`src/rtl/cpu_run_ctrl.sv`:
```
// Run-mode controller: turns mode switches, a debounced step button and divided clock
// levels into a single-cycle CPU clock enable, with break handling and an issue counter.
module cpu_run_ctrl #(
  parameter int unsigned DEBOUNCE_CYCLES = 1000000,
  parameter int unsigned CNT_W           = 32
) (
  input  logic             clk100MHz,
  input  logic             rst,
  input  logic [1:0]       mode,
  input  logic             step_btn,
  input  logic             slow_clk,
  input  logic             fast_clk,
  input  logic             cpu_halt,
  output logic             cpu_ce,
  output logic [1:0]       state,
  output logic [CNT_W-1:0] cycle_cnt
);

  localparam int unsigned DbW = (DEBOUNCE_CYCLES > 1) ? $clog2(DEBOUNCE_CYCLES) : 1;
  localparam logic [DbW-1:0] DbMax = DbW'(DEBOUNCE_CYCLES - 1);

  localparam logic [1:0] StStop = 2'b00;
  localparam logic [1:0] StRun  = 2'b01;
  localparam logic [1:0] StBrk  = 2'b10;

  localparam logic [1:0] ModeHalt = 2'b00;
  localparam logic [1:0] ModeStep = 2'b01;

  // Synchronizers
  logic [1:0] mode_m_q, mode_s_q;
  logic       btn_m_q, btn_s_q;

  always_ff @(posedge clk100MHz or negedge rst) begin
    if (!rst) begin
      mode_m_q <= 2'b00;
      mode_s_q <= 2'b00;
      btn_m_q  <= 1'b0;
      btn_s_q  <= 1'b0;
    end else begin
      mode_m_q <= mode;
      mode_s_q <= mode_m_q;
      btn_m_q  <= step_btn;
      btn_s_q  <= btn_m_q;
    end
  end

  // Debounce
  logic           btn_db_q, btn_db_d;
  logic           btn_db_prev_q;
  logic [DbW-1:0] db_cnt_q, db_cnt_d;
  logic           step_pulse;

  always_comb begin
    btn_db_d = btn_db_q;
    db_cnt_d = '0;
    if (btn_s_q != btn_db_q) begin
      if (db_cnt_q == DbMax) begin
        btn_db_d = btn_s_q;
      end else begin
        db_cnt_d = db_cnt_q + 1'b1;
      end
    end
  end

  always_ff @(posedge clk100MHz or negedge rst) begin
    if (!rst) begin
      btn_db_q      <= 1'b0;
      btn_db_prev_q <= 1'b0;
      db_cnt_q      <= '0;
    end else begin
      btn_db_q      <= btn_db_d;
      btn_db_prev_q <= btn_db_q;
      db_cnt_q      <= db_cnt_d;
    end
  end

  assign step_pulse = btn_db_q & ~btn_db_prev_q;

  // Clock-level edge detect; held high in reset so a high level at release is not a tick
  logic slow_q, fast_q;
  logic slow_tick, fast_tick;

  always_ff @(posedge clk100MHz or negedge rst) begin
    if (!rst) begin
      slow_q <= 1'b1;
      fast_q <= 1'b1;
    end else begin
      slow_q <= slow_clk;
      fast_q <= fast_clk;
    end
  end

  assign slow_tick = slow_clk & ~slow_q;
  assign fast_tick = fast_clk & ~fast_q;

  // Run FSM, enable and issue counter
  logic [1:0]       state_q, state_d;
  logic             ce_q, ce_d;
  logic [CNT_W-1:0] cnt_q, cnt_d;
  logic             cnt_clr;

  always_comb begin
    state_d = state_q;
    ce_d    = 1'b0;
    cnt_clr = 1'b0;
    case (state_q)
      StStop: begin
        if (cpu_halt) begin
          state_d = StBrk;
        end else if (mode_s_q[1]) begin
          state_d = StRun;
        end else if (mode_s_q == ModeStep) begin
          ce_d = step_pulse;
        end
      end
      StRun: begin
        // A tick coinciding with leaving RUN is dropped
        if (cpu_halt) begin
          state_d = StBrk;
        end else if (!mode_s_q[1]) begin
          state_d = StStop;
        end else begin
          ce_d = mode_s_q[0] ? fast_tick : slow_tick;
        end
      end
      StBrk: begin
        // Only an explicit pass through HALT releases a break
        if (!cpu_halt && (mode_s_q == ModeHalt)) begin
          state_d = StStop;
          cnt_clr = 1'b1;
        end
      end
      default: begin
        state_d = StStop;
      end
    endcase
  end

  always_comb begin
    if (cnt_clr) begin
      cnt_d = '0;
    end else begin
      cnt_d = cnt_q + CNT_W'(ce_d);
    end
  end

  always_ff @(posedge clk100MHz or negedge rst) begin
    if (!rst) begin
      state_q <= StStop;
      ce_q    <= 1'b0;
      cnt_q   <= '0;
    end else begin
      state_q <= state_d;
      ce_q    <= ce_d;
      cnt_q   <= cnt_d;
    end
  end

  assign cpu_ce    = ce_q;
  assign state     = state_q;
  assign cycle_cnt = cnt_q;

endmodule

```
`config.mk`:
```
export PLATFORM = sky130hd
export DESIGN_NAME = cpu_run_ctrl
export DESIGN_NICKNAME = d
export VERILOG_FILES = /design/src/rtl/cpu_run_ctrl.sv
export SDC_FILE = /design/constraint.sdc
export NUM_CORES = 1
export LEC_CHECK = 0
export CAP_MARGIN = 20
export CORE_MARGIN = 3
export CORE_UTILIZATION = 40
export DETAILED_ROUTE_END_ITERATION = 8
export MAX_ROUTING_LAYER = met4
export PLACE_DENSITY = 0.74
export SYNTH_ARGS = -nofsm -noshare
export SYNTH_HDL_FRONTEND = slang
export SYNTH_SLANG_ARGS = --single-unit
```
`constraint.sdc`:
```
create_clock -name clk100MHz -period 2.55 [get_ports clk100MHz]
set_clock_uncertainty 0.15 [all_clocks]
set_input_delay 0.3825 -clock clk100MHz [delete_from_list [all_inputs] [get_ports clk100MHz]]
set_output_delay 0.3825 -clock clk100MHz [all_outputs]
set_load 0.01 [all_outputs]
```
Word level (Yosys, flattened, before mapping). Index checks and enable logic that the tools add are counted.

Logic and storage cells: 52. Memories: 0. Bits in read-only memories: 0. Latch bits: 0. Memory bits (writable): 0. Register bits: 65. Input port bits: 8.

Magnitude comparators: 0. Reductions and logical operators: 6. $mul: 0. Bitwise logic cells: 6. Div/mod/pow operators: 0. Shift operators: 0. Multiplexer cells: 18. Add/subtract/negate cells: 2. Eq/ne operators: 8.

Operators with widths (count): 20-bit 2-to-1 mux (2); 32-bit by 1-bit adder with 32-bit output (1); 32-bit 2-to-1 mux (1); 20-bit by 1-bit adder with 20-bit output, second input constant (1); 20-bit equality test, second input constant (1); 2-bit 2-to-1 mux (5); 1-bit 2-to-1 mux (8); 3-bit inequality test, second input constant (2); 2-bit one-hot mux with 3 select lines (1); 2-bit by 1-bit equality test with 1-bit output, second input constant (2); 2-bit logical NOT (2); 1-bit bitwise AND (3); 1-bit inverter (3); 3-bit AND reduction (1); 2-bit equality test, second input constant (1); 2-bit inequality test, second input constant (1); 1-bit one-hot mux with 2 select lines (1); 2-bit AND reduction (1); 1-bit logical AND (1); 1-bit logical NOT (1); 1-bit inequality test (1).

Depth between registers and ports, before layout. Gate-level depths: netlist (run 1).

Depth after elaboration: 8. Gate-level depth with buffers: 11. Mapped depth without buffers: 9.

Least setup slack after synthesis (run 1). OpenSTA, ideal clock, no wires.

Path type: reg-to-reg. From: reg state_q[1], in the netlist state[1]. To: reg cnt_q[30], in the netlist cycle_cnt[30]. Library setup time: 0.078 ns. Stages on the path, launching flop included: 10. Path buffers: 0. Arrival time: 2.524 ns. Slack: -0.202 ns. Cell sequence: dfrtp_1 nor4bb_1 nand3b_1 nand2_1 a32o_1 ha_1 nand4_1 nor4_1 or4b_2 a21oi_1.

Word-level cells in the longest chain between the ends: 4. Elaborated cells between the ends (all ways): 7.

Ends and longest elaborated chain: from (decl) (line 97) `logic [1:0] state_q, state_d;`; from (signal assigned) (line 149) `state_q <= StStop;`; from (signal assigned) (line 153) `state_q <= state_d;`; 2-bit by 1-bit equality test with 1-bit output or 2-bit logical NOT (tied branches) (line 106) `case (state_q)`; 1-bit one-hot mux with 2 select lines * (line 106); named net ce_d (line 98) `logic ce_q, ce_d;`; 32-bit by 1-bit adder with 32-bit output * (line 143) `cnt_d = cnt_q + CNT_W'(ce_d);`; 32-bit 2-to-1 mux * (line 140) `if (cnt_clr) begin`; named net cnt_d[30] (line 99) `logic [CNT_W-1:0] cnt_q, cnt_d;`; to (signal assigned) (line 155) `cnt_q <= cnt_d;`; to (decl) (line 99).

Mark *: on every way through the listed nets, which the timed path passes. The rest lies on a longest branch. A chain may end at the register's enable or synchronous reset.

Worst setup path in the final report (run 1).
From: reg state_q[1], in the netlist state[1]. To: reg cnt_q[26], in the netlist cycle_cnt[26].

The elaborated chain is that of the path after synthesis.

==> reports/qor.yml, run 1 <==
clock_network:
  clock_latency_ns: 0.34
  path_clk_slew_ns: 0.07
  cts_tree: "built"
  root_buffer: "clkbuf_8"
  cts_buffers: 9
  clock_path_buffers: 2
  cts.sinks: 65
  htreeDepth: 3
critical_path:
  crit_path_end_kind: "flop"
  cp-start-kind: "flop"
  cp_max_fo: 3
  required_ns: 2.67
  critical_path_arrival_ns: 2.63
  crit_type: "flop to flop"
placement:
  dp_cells: 464
  io_buffer_count: 42
  globalplace.congestion: 0.862
  placed_area_sq_um: 3810
  hpwl_mm: 4.89
  pre_cts_ws_ns: -0.613
hold_path:
  min_path_type: "flop to flop"
detailed_routing:
  wire_per_inst_um: 15.0
  dr_total_vias: 2735
  drcViolationCount: 0
  wl_mm: 7.25
  firstDrtPassIters: 4
  antenna_left: 0
  avgViaCountPerCell: 5.66
  dr.first_iter.drc_count: 183
die:
  dieArea_sq_um: 8900
  rows: 31
  die_width_um: 94.3
  die_h_um: 94.3
  num_io_pins: 43
  initial_core_util_pct: 42.1
  core_area_sq_um: 7410
yosys:
  synth_area_sq_um: 3120
  synth_cell_types: 38
  syn_area_per_cell_sq_um: 9.91
  synth-seq-cells: 65
  synth_top_area_cell: "dfrtp_1"
  seq_area_frac_synth_pct: 52.2
  syn_nets: 326
  synth_area_leaders: "dfrtp_1, a21oi_1, xnor2_1"
  synth_top_area_share_pct: 50.5
  ys_warn_count: 0
  synth_edf_count: 0
  ys_async_sr_fraction_pct: 100
  synthFlopType: "dfrtp_1"
  netlist_instances: 315
flow_run:
  cap_violations: 0
power:
  combPwrFrac_pct: 4.0
  switching_share_pct: 22.1
  power_density_nw_per_um2: 498
  clkPwrFrac_pct: 45.6
  intPower_mw: 1.63
  switching_power_uw: 463
  pwr-share-seq_pct: 50.4
  peakVddDrop_v: 0.000359
  power.leakage_nw: 1.65
final_layout:
  final_nets: 390
  area_delta_synth_final_pct: 35.0
  nFillCells: 629
  postLayoutCellArea_sq_um: 4210
  drive_gt1_share_pct: 19.0
  final_cells: 483
  diodes: 0
sta:
  maxSlewViolCount: 0
  hold_ws_ns: 0.202
  setup_tns_ns: 0
  post-route-min-period_ns: 2.51
  relSlewSlack_pct: 71.6
  timing.fmax_ghz: 0.398
  period_share_pct: 98.5
  hold_violations: 0
  rsz0062_at_grt: "yes"
  worstMarginPinSlew_ns: 0.420
  setup_viol: 0
  setup_ws_ns: 0.0392
run_status:
  outcome: "complete, no violations"
global_routing:
  grt_pass1_wl_mm: 12.1
  grt_max_degree: 35
  grt_antenna_before_repair: 0
  grt-ovfl-total: 0
  grt_usage_pct: 17.8
  grt_pass1_vias: 2566
## cells in the final DEF, fill, tap and decap left out, types with 10 or more instances in the layout
master           instances
nor2_1                  25
xnor2_1                 14
a21oi_1                 21
buf_4                   16
o21ai_0                 15
clkdlybuf4s50_1         40
nand2_1                 24
dfrtp_1                 62
nand3_1                 17
nand4_1                 10
or4_1                   11
## cells in the mapped netlist, types with 5 or more instances
| cell | number |
|---|---|
| or4_1 | 12 |
| o31ai_1 | 10 |
| dfrtp_1 | 63 |
| xnor2_1 | 14 |
| and4_1 | 5 |
| o21ai_0 | 15 |
| xor2_1 | 8 |
| a21oi_1 | 27 |
| and3_1 | 5 |
| nand4_1 | 10 |
| and2_1 | 5 |
| clkbuf_1 | 9 |
| nor4_1 | 8 |
| nor3_1 | 5 |
| inv_1 | 9 |
| nand2_1 | 25 |
| nand3_1 | 18 |
| or3_1 | 13 |
| nor2_1 | 25 |
## path summary, 6_finish.rpt
check,start,to,slack [ns],cells after the start
min in group asynchronous,rst,cycle_cnt[27],0.37,2
hold reg to reg,mode_m_q[1],mode_s_q[1],0.20,0
setup / recovery,state[1],cycle_cnt[26],0.04,10
setup reg to reg,state[1],cycle_cnt[26],0.04,10
hold / removal,mode_m_q[1],mode_s_q[1],0.20,0
max in group asynchronous,rst,fast_q,1.25,3
## power by group through the flow
stage / Clock (mW) / Sequential [mW] / Combinational, mW
floorplan: 0 / 1.08 / 0.0245
global placement: 0 / 1.08 / 0.0821
detailed placement: 0 / 1.08 / 0.0837
CTS: 0.985 / 1.06 / 0.0862
global route: 1.04 / 1.06 / 0.0953
finish: 0.957 / 1.06 / 0.0839
## worst max-delay path, stage by stage, from the launching register on
cell	delay, ns
dfrtp_2	0.42
nor4bb_4	0.28
nand3b_1	0.10
nand2_1	0.07
a32o_2	0.17
ha_4	0.15
buf_6	0.09
nand4_1	0.15
nor4_4	0.23
or4b_4	0.50
a21oi_2	0.12
## routing by layer
layer	up-vias	share of wire (%)	global-route usage (%)
li1	1292	-	-
met1	1334	42	22.4
met2	93	50	27.7
met3	16	5.8	4.73
met4	0	2.3	6.62
met5	-	0	-
## kinds of logic after synthesis
family,count (synthesis),share of synthesized area [%]
XOR/XNOR,22,6.17
multiplexers,2,0.682
flip-flops,65,52.2
AND/OR/NAND/NOR,144,26.2
AO/OA/AOI/OAI,58,10.9
adder cells (fa/ha/maj),3,1.20
buffers and inverters,21,2.61
## flip-flops by register name, summed over array words and instances, names as in the netlist
name           count
btn_m_q            1
fast_q             1
btn_db_q           1
mode_m_q           2
state              2
cycle_cnt         32
cpu_ce             1
btn_db_prev_q      1
slow_q             1
mode_s_q           2
btn_s_q            1
db_cnt_q          20
## through the flow
stage	power, mW	utilization, %
after floorplan	1.10	-
after global placement	1.16	51.4
after detailed placement	1.16	51.4
after CTS	2.13	55.6
after global routing	2.20	56.8
final	2.10	56.8
## timing repair
item                                    4_1_cts  5_1_grt
gates resized for setup                      17       17
hold buffers                                  1        0
cloned                                        0        1
endpoints found under the setup margin       21       22
hold endpoints to repair                     15        0
buffers inserted                              1        0
pin swaps                                    13       10
## cell type report
cell class / count / area (sq um) / area share [%]
flip-flops and latches: 65 / 1630 / 38.7
well taps: 99 / 124 / 2.94
clock inverters: 6 / 92.6 / 2.20
repair buffers: 64 / 609 / 14.5
inverters: 9 / 33.8 / 0.802
multi-input cells: 230 / 1590 / 37.8
clock buffers: 10 / 128 / 3.03
No activity file was read; power rests on OpenSTA's default activity.
==> run 2, diff against run 1 <==
--- a/config.mk
+++ b/config.mk
@@ -5,8 +5,7 @@
 export SDC_FILE = /design/constraint.sdc
 export NUM_CORES = 1
 export LEC_CHECK = 0
-export CAP_MARGIN = 20
-export CORE_MARGIN = 3
+export CORE_MARGIN = 5
 export CORE_UTILIZATION = 40
 export DETAILED_ROUTE_END_ITERATION = 8
 export MAX_ROUTING_LAYER = met4
==> reports/qor.yml, run 2 (synthesis results as in run 1) <==
sta:
  setup_tns_ns: 0  # unchanged
  rsz0062_at_grt: "yes"  # unchanged
  period_share_pct: 99.3  # was 98.5%
  timing.fmax_ghz: 0.395  # was 0.398 GHz
  relSlewSlack_pct: 70.0  # was 71.6%
  setup_ws_ns: 0.0178  # was 0.0392 ns
  worstMarginPinSlew_ns: 0.446  # was 0.420 ns
  hold_ws_ns: 0.197  # was 0.202 ns
  setup_viol: 0  # unchanged
  post-route-min-period_ns: 2.53  # was 2.51 ns
  hold_violations: 0  # unchanged
  maxSlewViolCount: 0  # unchanged
critical_path:
  crit_chain: "nor4bb_4 -> buf_4 -> a32o_2 -> buf_6 -> ha_4 -> nand2_2 -> or3_4 -> buf_4 -> o31ai_1 -> a21oi_2"  # was nor4bb_4 -> nand3b_1 -> nand2_1 -> a32o_2 -> ha_4 -> buf_6 -> nand4_1 -> nor4_4 -> or4b_4 -> a21oi_2
  cp-start-kind: "flop"  # unchanged
  r2r_slack_ns: 0.02  # was 0.04 ns
  crit_buf_inv: 3  # was 1
  cp_common_cell: "buf_4"
  r2r-end: "cycle_cnt[25]"  # was cycle_cnt[26]
  slowest_delay_ns: 0.40  # was 0.50 ns
  critical_path_arrival_ns: 2.60  # was 2.63 ns
  slowest_stage: "or3_4"  # was or4b_4
  r2r-start: "mode_s_q[1]"  # was state[1]
  cp_max_fo: 5  # was 3
  required_ns: 2.61  # was 2.67 ns
  crit_path_start: "mode_s_q[1]"  # was state[1]
  crit_type: "flop to flop"  # unchanged
  cp_top_family: "simple AND/OR/NAND/NOR gates"  # unchanged
  r2r.worst_path.cells: 10  # unchanged
  crit_path_end_kind: "flop"  # unchanged
final_layout:
  area_delta_synth_final_pct: 35.2  # was 35.0%
  drive_gt1_share_pct: 20.3  # was 19.0%
  nFillCells: 637  # was 629
  postLayoutCoreUtil_pct: 55.2  # was 56.8%
  final_nets: 396  # was 390
  most-common-layout-cells: "dfrtp_1, clkdlybuf4s50_1, nor2_1"  # unchanged
  diodes: 0  # unchanged
  layout_commonest_cell: "dfrtp_1"  # unchanged
  postLayoutCellArea_sq_um: 4220  # was 4210 sq um
  largest_register_ffs: 32  # unchanged
  final_cells: 492  # was 483
die:
  core_area_sq_um: 7650  # was 7410 sq um
  num_io_pins: 43  # unchanged
  dieArea_sq_um: 9670  # was 8900 sq um
  die_h_um: 98.3  # was 94.3 um
  die_width_um: 98.3  # was 94.3 um
  initial_core_util_pct: 40.8  # was 42.1%
  rows: 32  # was 31
clock_network:
  cts.sinks: 65  # unchanged
  cts_tree: "built"  # unchanged
  htreeDepth: 3  # unchanged
  root_buffer: "clkbuf_8"  # unchanged
  cts_buffers: 9  # unchanged
  clock_latency_ns: 0.35  # was 0.34 ns
  clock_path_buffers: 2  # unchanged
  path_clk_slew_ns: 0.07  # about the same
detailed_routing:
  wire_per_inst_um: 14.4  # was 15.0 um
  antenna_left: 0  # unchanged
  dr_total_vias: 2731  # was 2735
  avgViaCountPerCell: 5.55  # was 5.66
  wl_met3_um: 430  # was 421 um
  firstDrtPassIters: 4  # unchanged
  highest_layer: "met4"  # unchanged
  wl_mm: 7.08  # was 7.25 mm
  dr.first_iter.drc_count: 110  # was 183
  wl_met1_mm: 2.93  # was 3.04 mm
  drcViolationCount: 0  # unchanged
  met2WireLength_mm: 3.53  # was 3.62 mm
placement:
  globalplace.congestion: 0.849  # was 0.862
  placed_area_sq_um: 3820  # was 3810 sq um
  io_buffer_count: 42  # unchanged
  hpwl_mm: 4.84  # was 4.89 mm
  pre_cts_ws_ns: -0.611  # was -0.613 ns
  dp_cells: 468  # was 464
hold_path:
  hold_path_end: "mode_s_q[1]"  # unchanged
  hold_depth: 0  # unchanged
  hold_start: "mode_m_q[1]"  # unchanged
  min_path_type: "flop to flop"  # unchanged
global_routing:
  grt_max_degree: 34  # was 35
  grt_usage_pct: 15.4  # was 17.8%
  grt-ovfl-total: 0  # unchanged
  grt_pass1_vias: 2644  # was 2566
  grt_pass1_wl_mm: 12.1  # unchanged
  grt_antenna_before_repair: 0  # unchanged
power:
  power_density_nw_per_um2: 474  # was 498 nW/um^2
  finalPower_mw: 2.00  # was 2.10 mW
  power.leakage_nw: 1.68  # was 1.65 nW
  peakVddDrop_v: 0.000364  # was 0.000359 V
run_status:
  outcome: "complete, no violations"  # unchanged
flow_run:
  cap_violations: 0  # unchanged
## run 2: area by class of cell
class	count	area (sq um)	area share, %
inverters	9	33.8	0.801
clock inverters	7	71.3	1.69
clock buffers	9	124	2.94
repair buffers	71	656	15.5
multi-input cells	229	1580	37.3
well taps	102	128	3.03
flip-flops and latches	65	1630	38.7
## run 2: worst max path at each step
stage	slack (ns)	cells after the start	endpoint
floorplan	-0.01	10	cycle_cnt[25]
global placement	-0.59	10	cycle_cnt[28]
detailed placement	-0.61	10	cycle_cnt[30]
CTS	-0.03	9	cycle_cnt[28]
global route	-0.11	12	cycle_cnt[14]
finish	0.02	10	cycle_cnt[25]
## run 2: report_power, final
group	switching, mW	total, mW	internal, mW	leakage (nW)
clock network	0.404	0.855	0.451	0.103
registers	0.0117	1.06	1.05	0.880
logic	0.0492	0.0856	0.0364	0.696
## run 2: timing repair
action | 4_1_cts | 5_1_grt
setup buffers | 1 | 5
gates resized for setup | 12 | 23
setup endpoints to repair | 19 | 22
hold buffers | 1 | 0
gates cloned | 0 | 1
endpoints found under the hold margin | 13 | 0
pin swaps | 10 | 17
## run 2: metal layers
metal  vias to the layer above  track usage (%)
li1                       1296                -
met1                      1328             17.9
met2                        92             25.1
met3                        15             4.36
met4                         0             6.20
met5                         -                -
==> edit: new RTL, config.mk and constraints of run 2 <==
Add an input register stage for `mode`, `step_btn` and `cpu_halt`, without a reset; this delays them by one clock.
--- a/src/rtl/cpu_run_ctrl.sv
+++ b/src/rtl/cpu_run_ctrl.sv
@@ -28,2 +28,12 @@
 
+  logic [1:0] mode_q;
+  logic step_btn_q;
+  logic cpu_halt_q;
+
+  always_ff @(posedge clk100MHz) begin
+    mode_q     <= mode;
+    step_btn_q <= step_btn;
+    cpu_halt_q <= cpu_halt;
+  end
+
   // Synchronizers
@@ -39,5 +49,5 @@
     end else begin
-      mode_m_q <= mode;
+      mode_m_q <= mode_q;
       mode_s_q <= mode_m_q;
-      btn_m_q  <= step_btn;
+      btn_m_q  <= step_btn_q;
       btn_s_q  <= btn_m_q;
@@ -107,3 +117,3 @@
       StStop: begin
-        if (cpu_halt) begin
+        if (cpu_halt_q) begin
           state_d = StBrk;
@@ -117,3 +127,3 @@
         // A tick coinciding with leaving RUN is dropped
-        if (cpu_halt) begin
+        if (cpu_halt_q) begin
           state_d = StBrk;
@@ -127,3 +137,3 @@
         // Only an explicit pass through HALT releases a break
-        if (!cpu_halt && (mode_s_q == ModeHalt)) begin
+        if (!cpu_halt_q && (mode_s_q == ModeHalt)) begin
           state_d = StStop;
Function: changed (Yosys sat finds a counterexample within 4 cycles, from zero or initial values and one cycle with rst low).
==> edit against run 2 <==
  * The flow now finishes with violations (setup timing)
  * Non-clock buffer count is 3 lower
  * Setup slack worse by 0.14 ns
  * Routed wire length is 2.4% higher
  * Clock power is 8.5% higher
  * Sequential cell count is 4 higher
  * Fmax is 5.3% lower
  * Area after synthesis is 2.6% higher
  * Final area is 0.83% higher
  * Total power is 6.9% higher
  * Largest power group unchanged
==> edit: results (changes against run 2) <==
stage	metric	value	unit	change
status	status	complete, but fails checks		was finished clean
status	failing checks	setup timing		
min_path	Min-Delay Path Class	flop to flop		unchanged
cts	Post-CTS Resized	5		was 12
cells_and_area	Final Util	54.8	%	was 55.2%
cells_and_area	number of fill cells in the layout	699		was 637
cts	hold_buf cts	1		unchanged
place	worst slack, placed	-0.297	ns	was -0.611 ns
global_routing	Tot GR Track Use	15.4	%	about the same
pwr	Worst IR Drop VDD	0.335	mV	was 0.364 mV
timing	final setup fails	15		was 0
global_routing	first-pass GRT wire length	12.1	mm	unchanged
setup_path	Crit Path Max Fanout	8		was 5
synth	register area share after synthesis	53.4	%	was 52.2%
synth	ranking of synthesized cells by area	dfrtp_1, or4_1, a21oi_1, xor2_1, nor2_1		was dfrtp_1, a21oi_1, xnor2_1, nand2_1, nor2_1
place	Port Buffer Count	42		unchanged
cts	Num CTS Buffers	9		unchanged
cells_and_area	final net count	392		was 396
setup_path	Critical-path top delay cell	or4_4		was or3_4
synth	Post-Synthesis Net Count	323		was 326
cts	htree depth	3		unchanged
setup_path	peak per-stage delay on the critical path	0.51	ns	was 0.40 ns
synth	xor and xnor area share after synthesis	6.29	%	was 6.17%
synth	mux cell area share after synthesis	0.977	%	was 0.682%
place	RePlAce Congestion	0.843		was 0.849
pwr	leak pwr	1.74	nW	was 1.68 nW
global_routing	pin count of the biggest net entering global routing	27		was 34
synth	Synth top cells by count	dfrtp_1, nor2_1, a21oi_1, nand2_1, nand3_1		was dfrtp_1, a21oi_1, nand2_1, nor2_1, nand3_1
detailed_routing	1st-iter DRT viols	98		was 110
synth	yosys warns	0		unchanged
detailed_routing	routed vias/inst	5.43		was 5.55
synth	Cell variety after synth	42		was 38
detailed_routing	DR pass1 iterations	4		unchanged
timing	Max Freq	0.374	GHz	was 0.395 GHz
cts	Root Driver	clkbuf_8		unchanged
cts	CTS clk-pin slew, worst paths	0.08	ns	
synth	adder-cell share of the synthesized area	1.17	%	was 1.20%
cells_and_area	number of flip-flops in the largest register	32		unchanged
place	dpl hpwl	4.92	mm	was 4.84 mm
cts	Skew-Pair Late Insertion Delay	0.34	ns	
cts	setup bufs post-CTS	5		was 1
timing	worst slew pin tran	0.610	ns	was 0.446 ns
global_routing	antenna violations before repair	0		unchanged
setup_path	cell family with most CP delay	simple AND/OR/NAND/NOR gates		unchanged
cells_and_area	fraction of layout cells with a size suffix above 1	17.1	%	was 20.3%
cts	CTS Buffer Depth	2		unchanged
timing	worst setup margin	-0.125	ns	was 0.0178 ns
cells_and_area	Diodes inserted	0		unchanged
detailed_routing	average wire per standard cell	14.9	microns	was 14.4 microns
global_routing	vias in the first global route	2604		was 2644
synth	asr flop ratio synth	94.2	%	was 100%
synth	Synth Area in Compound Gates	10.7	%	was 10.9%
## edit: logic make-up after synthesis
group	Yosys count
simple gates	136
buf+inv	24
fa+ha+maj	3
xor+xnor	23
compound gates	54
flops	69
mux	3
## edit: per-layer routing
layer	GRT usage [%]	wire length, microns	up-vias
met5	-	0	-
met4	5.78	85	0
met3	4.21	421	9
met2	24.9	3640	54
met1	18.4	3110	1306
li1	-	-	1279
## edit: final timing paths
path	from	endpoint	slack (ns)	depth (start not counted)
worst max-delay path	state[1]	cycle_cnt[12]	-0.12	10
worst min-delay path	step_btn_q	btn_m_q	0.18	0
worst max register to register	state[1]	cycle_cnt[12]	-0.12	10
worst min register to register	step_btn_q	btn_m_q	0.18	0
max in group asynchronous	rst	slow_q	1.00	3
min in group asynchronous	rst	cycle_cnt[26]	0.43	2
## edit: metrics by stage
step | total power [mW] | setup TNS (ns) | area (sq um) | hold WS (ns) | cells
6_report | 2.14 | -0.971 | 4250 | 0.180 | 488
2_1_floorplan | 1.17 | -1.52 | 3260 | -0.0631 | 312
3_5_place_dp | 1.23 | -4.58 | 3900 | 0.170 | 464
5_1_grt | 2.22 | -4.24 | 4250 | 0.184 | 488
3_3_place_gp | 1.23 | -3.99 | 3900 | 0.169 | 464
4_1_cts | 2.16 | -1.24 | 4190 | 0.182 | 487
## edit: area by class of cell
cell class / count / share of cell area (%)
clock buffers: 9 / 2.91
clock inverters: 7 / 1.94
inverters: 13 / 1.15
multi-input cells: 220 / 35.9
flip-flops and latches: 69 / 40.2
well taps: 102 / 3.00
repair buffers: 68 / 14.9
## edit: where the power goes
part / switching, mW / leakage, nW / internal [mW] / total (mW)
Sequential: 0.0125 / 0.914 / 1.11 / 1.12
Combinational: 0.0491 / 0.725 / 0.0356 / 0.0847
Clock: 0.461 / 0.0984 / 0.467 / 0.928
